--- src/rtl/mio_bus_responder_pkg.sv ---
// Shared definitions for the MIO bus responder: region codes, FSM encoding,
// one-hot select indices and the minimum access latency.
package mio_pkg;

  localparam logic [3:0] REG_RAM  = 4'h0;
  localparam logic [3:0] REG_DISP = 4'hE;
  localparam logic [3:0] REG_GPIO = 4'hF;

  // The RAM read takes one cycle, so an access cannot commit sooner than this
  localparam int MIN_WAIT = 2;

  localparam int SEL_RAM  = 0;
  localparam int SEL_DISP = 1;
  localparam int SEL_GPIO = 2;
  localparam int SEL_W    = 3;

  typedef enum logic [1:0] {
    IDLE   = 2'd0,
    ACCESS = 2'd1,
    READY  = 2'd2
  } mio_state_e;

  function automatic logic is_ram_region(input logic [31:0] addr);
    return (addr[31:28] == REG_RAM);
  endfunction

endpackage

--- src/rtl/mio_bus_responder_addr_decode.sv ---
// Combinational region decode of the latched CPU address into a one-hot
// select (RAM / display / GPIO) plus the RAM word address.
module mio_addr_decode
  import mio_pkg::*;
#(
  parameter int RAM_AW = 10
) (
  input  logic [31:0]       addr,
  output logic [SEL_W-1:0]  sel,
  output logic [RAM_AW-1:0] word_addr
);

  logic unused_bits_s;

  // Region select; all-zero means the address is unmapped
  always_comb begin
    sel = '0;
    case (addr[31:28])
      REG_RAM:  sel[SEL_RAM]  = 1'b1;
      REG_DISP: sel[SEL_DISP] = 1'b1;
      REG_GPIO: begin
        if (addr[2] == 1'b0) begin
          sel[SEL_GPIO] = 1'b1;
        end else begin
          sel = '0;
        end
      end
      default:  sel = '0;
    endcase
  end

  assign word_addr     = addr[RAM_AW+1:2];
  assign unused_bits_s = ^{addr[1:0], addr[27:RAM_AW+2]};

endmodule

--- src/rtl/mio_bus_responder.sv ---
// MIO bus responder: serves one CPU load/store at a time with fixed latency
// and pulses MIO_ready. Define MIO_BUSERR_EN to add the bus_err output.
module mio_bus_responder
  import mio_pkg::*;
#(
  parameter int WAIT_CYCLES = 2,
  parameter int RAM_AW      = 10
) (
  input  logic              clk,
  input  logic              rst_n,
  input  logic              CPU_MIO,
  input  logic              mem_w,
  input  logic [31:0]       addr_bus,
  input  logic [31:0]       Data_out,
  output logic [31:0]       Data_in,
  output logic              MIO_ready,
  output logic              ram_we,
  output logic [RAM_AW-1:0] ram_addr,
  output logic [31:0]       ram_din,
  input  logic [31:0]       ram_dout,
  input  logic [15:0]       sw_in,
  output logic [15:0]       led_out,
  output logic [31:0]       disp_data
`ifdef MIO_BUSERR_EN
  ,
  output logic              bus_err
`endif
);

  localparam int WAIT_EFF = (WAIT_CYCLES < MIN_WAIT) ? MIN_WAIT : WAIT_CYCLES;
  localparam int CNT_W    = $clog2(WAIT_EFF);
  localparam logic [CNT_W-1:0] CNT_LAST = CNT_W'(WAIT_EFF - 1);

  mio_state_e        state_r, state_s;
  logic [31:0]       addr_r, data_r, data_in_r, disp_r, rd_data_s;
  logic              mem_w_r, mio_ready_r, ram_we_r, accept_s, commit_s;
  logic [CNT_W-1:0]  cnt_r;
  logic [15:0]       led_r;
  logic [SEL_W-1:0]  sel_s;
  logic [RAM_AW-1:0] word_addr_s;

  mio_addr_decode #(.RAM_AW(RAM_AW)) u_decode (
    .addr      (addr_r),
    .sel       (sel_s),
    .word_addr (word_addr_s)
  );

  // State register
  always_ff @(posedge clk or negedge rst_n) begin
    if (!rst_n) begin
      state_r <= IDLE;
    end else begin
      state_r <= state_s;
    end
  end

  // Next state plus accept/commit strobes
  always_comb begin
    state_s  = state_r;
    accept_s = 1'b0;
    commit_s = 1'b0;
    case (state_r)
      IDLE: begin
        if (CPU_MIO) begin
          state_s  = ACCESS;
          accept_s = 1'b1;
        end else begin
          state_s = IDLE;
        end
      end
      ACCESS: begin
        if (cnt_r == CNT_LAST) begin
          state_s  = READY;
          commit_s = 1'b1;
        end else begin
          state_s = ACCESS;
        end
      end
      READY:   state_s = IDLE;
      default: state_s = IDLE;
    endcase
  end

  // Load data source for the decoded region
  always_comb begin
    rd_data_s = 32'h0000_0000;
    if (sel_s[SEL_RAM]) begin
      rd_data_s = ram_dout;
    end else if (sel_s[SEL_DISP]) begin
      rd_data_s = disp_r;
    end else if (sel_s[SEL_GPIO]) begin
      rd_data_s = {16'h0000, sw_in};
    end else begin
      rd_data_s = 32'h0000_0000;
    end
  end

  // Request latch, wait counter and access commit
  always_ff @(posedge clk or negedge rst_n) begin
    if (!rst_n) begin
      addr_r      <= 32'h0000_0000;
      data_r      <= 32'h0000_0000;
      mem_w_r     <= 1'b0;
      cnt_r       <= '0;
      ram_we_r    <= 1'b0;
      mio_ready_r <= 1'b0;
      data_in_r   <= 32'h0000_0000;
      disp_r      <= 32'h0000_0000;
      led_r       <= 16'h0000;
    end else begin
      mio_ready_r <= commit_s;
      if (accept_s) begin
        addr_r   <= addr_bus;
        data_r   <= Data_out;
        mem_w_r  <= mem_w;
        cnt_r    <= '0;
        // Pre-decoded so the strobe is a register during the first ACCESS cycle
        ram_we_r <= mem_w & is_ram_region(addr_bus);
      end else if (state_r == ACCESS) begin
        cnt_r    <= cnt_r + CNT_W'(1);
        ram_we_r <= 1'b0;
      end else begin
        ram_we_r <= 1'b0;
      end
      if (commit_s) begin
        if (mem_w_r) begin
          if (sel_s[SEL_DISP]) begin
            disp_r <= data_r;
          end else if (sel_s[SEL_GPIO]) begin
            led_r <= data_r[15:0];
          end
        end else begin
          data_in_r <= rd_data_s;
        end
      end
    end
  end

`ifdef MIO_BUSERR_EN
  logic bus_err_r;

  // Error flag rides alongside the completion pulse for unmapped accesses
  always_ff @(posedge clk or negedge rst_n) begin
    if (!rst_n) begin
      bus_err_r <= 1'b0;
    end else begin
      bus_err_r <= commit_s & ~(|sel_s);
    end
  end

  assign bus_err = bus_err_r;
`endif

  assign Data_in   = data_in_r;
  assign MIO_ready = mio_ready_r;
  assign ram_we    = ram_we_r;
  assign ram_addr  = word_addr_s;
  assign ram_din   = data_r;
  assign led_out   = led_r;
  assign disp_data = disp_r;

endmodule

--- config.mk ---
export PLATFORM = sky130hd
export DESIGN_NAME = mio_bus_responder
export DESIGN_NICKNAME = d
export VERILOG_FILES = /design/src/rtl/mio_bus_responder_pkg.sv /design/src/rtl/mio_bus_responder_addr_decode.sv /design/src/rtl/mio_bus_responder.sv
export SDC_FILE = /design/constraint.sdc
export NUM_CORES = 1
export LEC_CHECK = 0
export CAP_MARGIN = 20
export CORE_MARGIN = 1
export CORE_UTILIZATION = 39
export CTS_BUF_LIST = sky130_fd_sc_hd__clkbuf_2 sky130_fd_sc_hd__clkbuf_4 sky130_fd_sc_hd__clkbuf_8
export CTS_CLUSTER_DIAMETER = 80
export DETAILED_ROUTE_END_ITERATION = 7
export PLACE_DENSITY = 0.83
export SYNTH_ARGS = -nofsm -noshare
export SYNTH_HDL_FRONTEND = slang
export SYNTH_SLANG_ARGS = --single-unit
--- constraint.sdc ---
create_clock -name clk -period 1.85 [get_ports clk]
set_input_delay 0.185 -clock clk [delete_from_list [all_inputs] [get_ports clk]]
set_output_delay 0.185 -clock clk [all_outputs]
set_load 0.01 [all_outputs]
==> metrics.md, run 1 <==
| Metric | Value |
|---|---|
| Drt initial violations | `145` |
| Post-synthesis simple-gate area fraction | `5.89%` |
| Post-synthesis instance total | `395` |
| Grt ovf | `0` |
| Syn nets | `511` |
| Synth top area share | `61.4%` |
| First-pass GRT wire length | `23,500 um` |
| Die width | `119 um` |
| Leak | `0.00353 uW` |
| WL/cell | `18.3 um` |
| Flops & latches, synth | `131` |
| WS Path Type | `reg2reg` |
| RSZ-0062 raised after global routing | `false` |
| Clk_skew | `8.17 ps` |
| R2r setup slk | `130 ps` |
| TritonRoute pass-1 iters | `4` |
| Placer Congestion | `0.858` |
| Power Total | `12,700 uW` |
| # setup viols final | `0` |
| Ant diodes | `0` |
| Critical path's largest stage delay | `450 ps` |
| Path category of the worst min-delay check | `in2async` |
| Root Driver | `clkbuf_8` |
| Layout cell share with drive strength beyond 1 | `12.3%` |
| Yosys warns | `0` |
| CP Data Required Time | `2170 ps` |
| TNS Setup | `0 ps` |
| Vias in the first global route | `4,539` |
| Num CTS Buffers | `17` |
| Seq/Total Area, Yosys | `61.4%` |
| Final antenna-violating net count | `0` |
| Post-Synth XOR/XNOR Area | `0%` |
| Synthesized area per cell | `13.5 um2` |
| Fmax | `581 MHz` |
| Maximum VDD drop | `0.991 mV` |
| Tmin final | `1720 ps` |
| CP startpoint | `addr_r[31]$_DFFE_PN0P_` |
| CP Data Arrival Time | `2040 ps` |
| Outcome | `completed` |
| Non-Filler Instances | `808` |
| Post-Synth Adder-Cell Area | `0%` |
| Number of synthesized flops with an enable pin | `0` |
| Fin nets | `735` |
| Buffers and inverters on the worst path | `1` |
| Crit-path max FO | `11` |
| Post-DP HPWL | `10,900 um` |
| Final WL | `14,700 um` |
| Critical path endpoint category | `flop` |
| Synth Cell Area | `5340 um2` |
| Rows | `42` |
| Clock latency on the worst-skew pair | `440 ps` |
| Top delay family on crit path | `simple AND/OR/NAND/NOR gates` |
| Netlist cell types | `25` |
| Tcrit/Tclk final | `93.0%` |
| Clock Sinks | `131` |
| Dominant cell by count in the synthesized netlist | `dfrtp_1` |
| Largest family of logic cells by synthesized area | `multiplexers` |
| # port buffers | `221` |
| Resized cells post-CTS | `0` |
| Largest net degree at the start of global routing | `57` |
| Max_cap viols | `0` |
| CTS tree | `built` |
| H-tree depth | `4` |
| Core footprint | `13,300 um2` |
| PwrDens | `1560 nW/um2` |
| Initial Util | `40.1%` |
| Slowest CP cell | `dfrtp_1` |
| Residual DRC | `0` |
| Setup ws final | `130 ps` |
| Die Ht | `119 um` |
| R2R Path Start | `addr_r[31]$_DFFE_PN0P_` |
| Startpoint types | `flop` |
| Dominant cell type by area after synthesis | `dfrtp_1` |
| Top cells by count, synth | `dfrtp_1 (131), mux2_1 (75), nor2_1 (34)` |
| Initial antenna violation count | `0` |
| Placed cell area | `7760 um2` |
| FILL cells | `1,050` |
| Worst Tran Pin Value | `547 ps` |
| Post-route cell area | `8170 um2` |
| Hold Vio Cnt, Final | `0` |
| Via Count | `4,120` |
| Die footprint | `14,200 um2` |
| Vias per cell | `5.10` |
| Synth Flop Type | `dfrtp_1` |
| CTS max path bufs | `2` |
| Async set or reset register ratio after synthesis | `100%` |
| Proportion of synthesized area in mux cells | `20.1%` |
| Synth top area cells | `dfrtp_1 (61%), mux2_1 (16%), a221oi_1 (5.3%), mux2_2 (4.2%), o21ai_1 (3.0%)` |
| Clock Pin Slew Worst Setup and Hold Paths | `70 ps` |
| Area delta synth->final | `53.1%` |
| Ports | `240` |
| Relative slew slack | `63.5%` |
| Placed cell count | `775` |
| Compound-Gate Fraction of Synth Area | `8.54%` |
| Setup WS pre-CTS | `61.3 ps` |
| CP Cell Sequence | `nand2_2 -> nor3b_4 -> and3_2 -> buf_4 -> mux2_1` |
| Slew Limit Fails | `0` |
| All-Layer GR Usage | `21.8%` |
[metrics by stage]
stage | util (%) | hold WS, ps
after floorplan | - | -111
after global placement | 58.4 | 182
after detailed placement | 58.4 | 184
after CTS | 61.5 | 283
after global routing | 61.5 | 299
final | 61.5 | 301
[worst reg2reg max path, cell delays in order, from the launching register on]
cell	delay, ps
dfrtp_1	450
nand2_2	130
nor3b_4	210
and3_2	250
buf_4	220
mux2_1	350
[routing by layer]
| layer | global-route usage (%) | share of wire [%] | wire (um) | vias up |
|---|---|---|---|---|
| li1 | - | - | - | 1868 |
| met3 | 6.56 | 6.3 | 932 | 27 |
| met2 | 38.6 | 53 | 7760 | 160 |
| met5 | 0 | 0 | 0 | - |
| met4 | 9.34 | 2.0 | 299 | 0 |
| met1 | 24.4 | 39 | 5760 | 2065 |
[where the power goes]
group	leakage, uW	internal [uW]	total, uW	switching (uW)
Clock	0.000214	1360	2410	1050
Sequential	0.00167	4080	4980	902
Combinational	0.00165	3110	5340	2230
[layout by cell type, fill, tap and decap left out, types with 2 or more instances in the layout]
master / count
clkbuf_4: 3
clkbuf_8: 17
clkinv_2: 8
o21ai_0: 2
bufinv_16: 3
o21ai_1: 32
buf_12: 4
nand2b_1: 3
a221oi_1: 32
dfrtp_1: 131
clkdlybuf4s50_1: 220
mux2_2: 20
nor2_1: 34
nand2_1: 18
mux2_1: 75
buf_4: 15
[logic make-up (layout without fill, tap and decap cells)]
| group | after synthesis | after routing |
|---|---|---|
| flip-flops | 131 | 131 |
| AO/OA/AOI/OAI | 67 | 67 |
| multiplexers | 95 | 95 |
| AND/OR/NAND/NOR | 66 | 66 |
| buffers and inverters | 36 | 273 |
[worst paths after layout]
path	endpoint	cells past startpoint
max	disp_data[1]$_DFFE_PN0P_	5
min	Data_in[14]$_DFFE_PN0P_	2
max reg2reg	disp_data[1]$_DFFE_PN0P_	5
min reg2reg	addr_r[8]$_DFFE_PN0P_	1
max in group asynchronous	disp_data[7]$_DFFE_PN0P_	3
min in group clk	ram_we$_DFF_PN0_	2
[flip-flops by register name (all words and copies together) (netlist names)]
signal / cells
Data_in: 32
MIO_ready: 1
addr_r: 14
cnt_r: 1
disp_data: 32
led_out: 16
mem_w_r: 1
ram_din: 32
ram_we: 1
state_r: 1
[final cells by class]
class	count	area, um2	share of cell area (%)
clock inverter	12	139	1.70
multi-input combinational	228	1860	22.8
timing repair buffer	241	2420	29.6
sequential	131	3280	40.1
tap	176	220	2.70
clock buffer	20	256	3.14
[repair_timing]
action | in CTS | in global routing
hold endpoints to repair | 53 | 0
hold buffers | 1 | 0
buffers inserted | 0 | 0
(Power assumes the default switching activity.)
==> run 2: changes to the inputs <==
--- a/config.mk
+++ b/config.mk
@@ -7,11 +7,12 @@
 export LEC_CHECK = 0
 export CAP_MARGIN = 20
 export CORE_MARGIN = 1
-export CORE_UTILIZATION = 39
+export CORE_UTILIZATION = 40
 export CTS_BUF_LIST = sky130_fd_sc_hd__clkbuf_2 sky130_fd_sc_hd__clkbuf_4 sky130_fd_sc_hd__clkbuf_8
 export CTS_CLUSTER_DIAMETER = 80
 export DETAILED_ROUTE_END_ITERATION = 7
-export PLACE_DENSITY = 0.83
+export PLACE_DENSITY = 0.84
+export SLEW_MARGIN = 30
 export SYNTH_ARGS = -nofsm -noshare
 export SYNTH_HDL_FRONTEND = slang
 export SYNTH_SLANG_ARGS = --single-unit
==> constraint.sdc (replaced) <==
create_clock -name clk -period 1.85 [get_ports clk]
set_input_delay 0.4625 -clock clk [delete_from_list [all_inputs] [get_ports clk]]
set_output_delay 0.4625 -clock clk [all_outputs]
set_load 0.01 [all_outputs]
==> metrics.md, run 2 (synthesis gave the netlist of run 1 again) <==
| Metric | Value |
|---|---|
| Ant diodes | `0` |
| Die Ht | `117 um` |
| Buffers and inverters on the worst path | `1` |
| Most common cell after layout, fill and taps aside | `dfrtp_1` |
| Rows | `41` |
| Max_cap viols | `0` |
| Hold Path End | `Data_in[1]$_DFFE_PN0P_` |
| Placer Congestion | `0.818` |
| Crit-path max FO | `2` |
| Largest net degree at the start of global routing | `50` |
| Hold Slack | `487 ps` |
| Setup WS pre-CTS | `-131 ps` |
| Final WL | `14,700 um` |
| CP Data Required Time | `1390 ps` |
| FF+latch area | `3280 um2` |
| Via Count | `4,115` |
| TNS Setup | `0 ps` |
| CTS max path bufs | `2` |
| Setup ws final | `48.0 ps` |
| Ports | `240` |
| Leak | `0.00413 uW` |
| Fmax | `555 MHz` |
| Worst R2R End | `disp_data[3]$_DFFE_PN0P_` |
| M1 GR Usage | `25.8%` |
| Multi-input logic area | `1860 um2` |
| Outcome | `completed` |
| CTS tree | `built` |
| Area delta synth->final | `54.7%` |
| Commonest non-fill, non-tap cells in the layout | `dfrtp_1 (131), clkdlybuf4s50_1 (126), mux2_1 (75)` |
| Maximum VDD drop | `0.828 mV` |
| Core footprint | `12,800 um2` |
| WL/cell | `18.3 um` |
| Top delay family on crit path | `buffers and inverters` |
| Clock Sinks | `131` |
| Fin nets | `736` |
| Path category of the worst min-delay check | `reg2reg` |
| Layout cell share with drive strength beyond 1 | `12.5%` |
| Post-DP HPWL | `10,400 um` |
| GR Layer Usage met3 | `7.61%` |
| Root Driver | `clkbuf_8` |
| Hold path depth | `2` |
| RSZ-0062 raised after global routing | `false` |
| Residual DRC | `0` |
| Critical path's largest stage delay | `540 ps` |
| Critical path endpoint category | `output pin` |
| Cells on worst reg2reg path | `5` |
| # port buffers | `221` |
| GR peak layer | `met2` |
| All-Layer GR Usage | `22.0%` |
| Slew Limit Fails | `0` |
| Final antenna-violating net count | `0` |
| Tcrit/Tclk final | `97.4%` |
| Initial Util | `41.6%` |
| Relative slew slack | `71.2%` |
| Drt initial violations | `133` |
| Hold path start | `Data_in[1]$_DFFE_PN0P_` |
| Die footprint | `13,800 um2` |
| Placed cell count | `770` |
| GRT met2 Usage | `37.7%` |
| First-pass GRT wire length | `23,600 um` |
| PwrDens | `1550 nW/um2` |
| Initial antenna violation count | `0` |
| Vias in the first global route | `4,424` |
| R2R Path Start | `addr_r[31]$_DFFE_PN0P_` |
| Vias per cell | `5.11` |
| Clock Pin Slew Worst Setup and Hold Paths | `70 ps` |
| Die width | `117 um` |
| FILL cells | `991` |
| R2r setup slk | `130 ps` |
| Slowest CP cell | `clkdlybuf4s50_1` |
| Non-Filler Instances | `805` |
| Grt ovf | `0` |
| # setup viols final | `0` |
| WS Path Type | `reg2out` |
| CP Data Arrival Time | `1340 ps` |
| Hold Vio Cnt, Final | `0` |
| Clk_skew | `15.2 ps` |
| Tmin final | `1800 ps` |
| TritonRoute pass-1 iters | `4` |
| H-tree depth | `4` |
| Startpoint types | `flop` |
| CP Cell Sequence | `clkdlybuf4s50_1` |
| Worst Tran Pin Value | `432 ps` |
| Num CTS Buffers | `17` |
| Clock latency on the worst-skew pair | `450 ps` |
## run 2: cell types whose count changed in the layout (fill, tap and decap cells not counted), sizes merged
cell           change
clkbuf             +3
dlymetal6s2s      +26
bufinv             +3
dlygate4sd2       +68
clkinv             -6
buf                +1
clkdlybuf4s50     -94
## run 2: layer usage
layer	part of all wire (%)	up-vias
li1	-	1867
met1	40	2053
met2	50	169
met3	7.3	26
met4	2.0	0
met5	0	-
## run 2: power by group
group	switching (uW)	internal, uW
clock network	1080	1890
registers	863	4080
logic	2230	2650
total	4180	8620
## run 2: how the worst max path moves through the flow
stage	endpoint	cells after the start	startpoint	slack [ps]
2_1_floorplan	disp_data[10]$_DFFE_PN0P_	6	addr_r[31]$_DFFE_PN0P_	230
3_3_place_gp	addr_r[3]$_DFFE_PN0P_	4	CPU_MIO	-120
3_5_place_dp	ram_din[21]$_DFFE_PN0P_	4	CPU_MIO	-130
4_1_cts	Data_in[8]	1	Data_in[8]$_DFFE_PN0P_	1
5_1_grt	led_out[2]	1	led_out[2]$_DFFE_PN0P_	0.1
6_report	Data_in[9]	1	Data_in[9]$_DFFE_PN0P_	50
## run 2: layout make-up
type                            count  area share [%]
Timing Repair Buffer              242            29.1
Tap cell                          172            2.61
Clock inverter                      9            2.41
Sequential cell                   131            39.7
Multi-Input combinational cell    228            22.5
Clock buffer                       23            3.61
## run 2: stage by stage
| stage | cell area [um2] | power (uW) | util [%] |
|---|---|---|---|
| floorplan | 5340 | 7210 | - |
| global placement | 7750 | 10100 | 60.4 |
| detailed placement | 7750 | 10400 | 60.4 |
| CTS | 8190 | 13000 | 63.9 |
| global route | 8250 | 13500 | 64.4 |
| finish | 8250 | 12800 | 64.4 |
## run 2: timing repair
item / in CTS / in global routing
hold buffers: 1 / 0
gates resized for setup: 68 / 26
buffers inserted: 2 / 0
endpoints found under the setup margin: 70 / 26
hold endpoints to repair: 42 / 0
## run 2: worst min-delay path: cells and delay by family (launching register included)
family,cells,cell delay (ps)
AND/OR/NAND/NOR,1,50
flip-flops,1,340
AO/OA/AOI/OAI,1,60
==> run 3: changes to the inputs <==
--- a/config.mk
+++ b/config.mk
@@ -6,7 +6,7 @@
 export NUM_CORES = 1
 export LEC_CHECK = 0
 export CAP_MARGIN = 20
-export CORE_MARGIN = 1
+export CORE_MARGIN = 2
 export CORE_UTILIZATION = 40
 export CTS_BUF_LIST = sky130_fd_sc_hd__clkbuf_2 sky130_fd_sc_hd__clkbuf_4 sky130_fd_sc_hd__clkbuf_8
 export CTS_CLUSTER_DIAMETER = 80
==> metrics.md, run 3 (synthesis gave the netlist of run 1 again) <==
| Metric | Value |
|---|---|
| Outcome | `completed` |
| Placed cell area | `7800 um2` |
| Startpoint types | `flop` |
| Combinational power share | `40.4%` |
| Power Total | `12,400 uW` |
| # port buffers | `221` |
| Hold path start | `Data_in[3]$_DFFE_PN0P_` |
| Core footprint | `13,100 um2` |
| Clock network fraction of total power | `19.5%` |
| WL/cell | `18.2 um` |
| R2r setup slk | `150 ps` |
| Placer Congestion | `0.798` |
| Largest net degree at the start of global routing | `50` |
| All-Layer GR Usage | `21.5%` |
| Internal | `8180 uW` |
| Vias per cell | `5.10` |
| Rows | `42` |
| WS Path Type | `reg2out` |
| Post-route cell area | `8240 um2` |
| Via Count | `4,146` |
| Setup WS pre-CTS | `-178 ps` |
| Worst R2R End | `disp_data[2]$_DFFE_PN0P_` |
| Ports | `240` |
| Commonest non-fill, non-tap cells in the layout | `clkdlybuf4s50_1 (138), dfrtp_1 (131), mux2_1 (75)` |
| CP Cell Sequence | `clkdlybuf4s50_1` |
| CP Data Required Time | `1390 ps` |
| Die width | `119 um` |
| Critical path's largest stage delay | `550 ps` |
| Final antenna-violating net count | `0` |
| Layout cell share with drive strength beyond 1 | `13.0%` |
| Clock Sinks | `131` |
| Grt ovf | `0` |
| Initial Util | `40.6%` |
| Slew Limit Fails | `0` |
| Initial antenna violation count | `0` |
| Most common cell after layout, fill and taps aside | `clkdlybuf4s50_1` |
| CTS max path bufs | `2` |
| Clock latency on the worst-skew pair | `430 ps` |
| R2R Path Start | `addr_r[30]$_DFFE_PN0P_` |
| Final WL | `14,800 um` |
| Vias in the first global route | `4,437` |
| First-pass GRT wire length | `23,600 um` |
| Buffers and inverters on the worst path | `1` |
| Cells on worst reg2reg path | `5` |
| Residual DRC | `0` |
| Tcrit/Tclk final | `97.2%` |
| PwrDens | `1500 nW/um2` |
| Hold Vio Cnt, Final | `0` |
| Fin nets | `740` |
| TritonRoute pass-1 iters | `4` |
| Leak | `0.00412 uW` |
| Relative slew slack | `67.7%` |
| Drt initial violations | `208` |
| # setup viols final | `0` |
| Top delay family on crit path | `buffers and inverters` |
| Sw Share | `33.8%` |
| Crit-path max FO | `2` |
| CP Data Arrival Time | `1340 ps` |
| Num CTS Buffers | `17` |
| Area delta synth->final | `54.5%` |
| Post-DP HPWL | `10,800 um` |
| Die footprint | `14,300 um2` |
| Maximum VDD drop | `0.835 mV` |
| Die Ht | `119 um` |
| Setup ws final | `51.4 ps` |
| Max_cap viols | `0` |
| Clk_skew | `12.5 ps` |
| Psw | `4180 uW` |
| Tmin final | `1800 ps` |
| Ant diodes | `0` |
| Hold path depth | `2` |
| Sequential power share | `40.1%` |
| Worst Tran Pin Value | `484 ps` |
| Clock Pin Slew Worst Setup and Hold Paths | `70 ps` |
| Critical path endpoint category | `output pin` |
| Fmax | `556 MHz` |
| Path category of the worst min-delay check | `reg2reg` |
| H-tree depth | `4` |
| Slowest CP cell | `clkdlybuf4s50_1` |
| Root Driver | `clkbuf_8` |
| Hold Path End | `Data_in[3]$_DFFE_PN0P_` |
| CTS tree | `built` |
run 3: layer usage:
metal,share of wire (%),track usage (%)
met5,0,0
met4,2.2,8.97
met3,6.7,6.51
met2,51,36.6
met1,40,25.4
run 3: repair_timing:
| action | in CTS | in global routing |
|---|---|---|
| endpoints found under the setup margin | 51 | 31 |
| gates resized for setup | 51 | 31 |
| setup buffers | 2 | 0 |
| hold buffers | 1 | 0 |
| endpoints found under the hold margin | 44 | 0 |
run 3: worst max path at each step:
stage | start | cells past startpoint | slack [ps] | endpoint
after floorplan | addr_r[31]$_DFFE_PN0P_ | 6 | 230 | disp_data[10]$_DFFE_PN0P_
after global placement | CPU_MIO | 4 | -120 | addr_r[3]$_DFFE_PN0P_
after detailed placement | CPU_MIO | 4 | -180 | addr_r[5]$_DFFE_PN0P_
after global routing | Data_in[31]$_DFFE_PN0P_ | 1 | -10 | Data_in[31]
final | Data_in[31]$_DFFE_PN0P_ | 1 | 50 | Data_in[31]
after CTS | disp_data[16]$_DFFE_PN0P_ | 1 | 0.01 | disp_data[16]
run 3: power groups by stage:
stage	clock network [uW]	logic, uW	registers (uW)
after floorplan	0	1890	5320
after global placement	0	5230	4940
after detailed placement	0	5380	5050
after CTS	2470	5120	4980
after global routing	2610	5350	5120
final	2400	4990	4960
run 3: stage by stage:
step	hold slack, ps	TNS, ps	instances	utilization (%)
final	486	0	813	62.7
after global routing	507	-14.5	813	62.7
after global placement	438	-4880	778	59.4
after floorplan	167	0	395	-
after detailed placement	445	-7170	778	59.4
after CTS	493	0	813	62.1
run 3: final cells by class:
class | count | area (um2)
fill | 1036 | 4900
clock inverter | 9 | 104
clock buffer | 23 | 298
multi-input combinational | 228 | 1860
timing repair buffer | 246 | 2480
tap | 176 | 220
sequential | 131 | 3280
run 3: tightest hold or removal path, stage by stage, from the launching register on:
cell and delay, ps:
dfrtp_1 340, nand2_1 50, o21ai_1 60
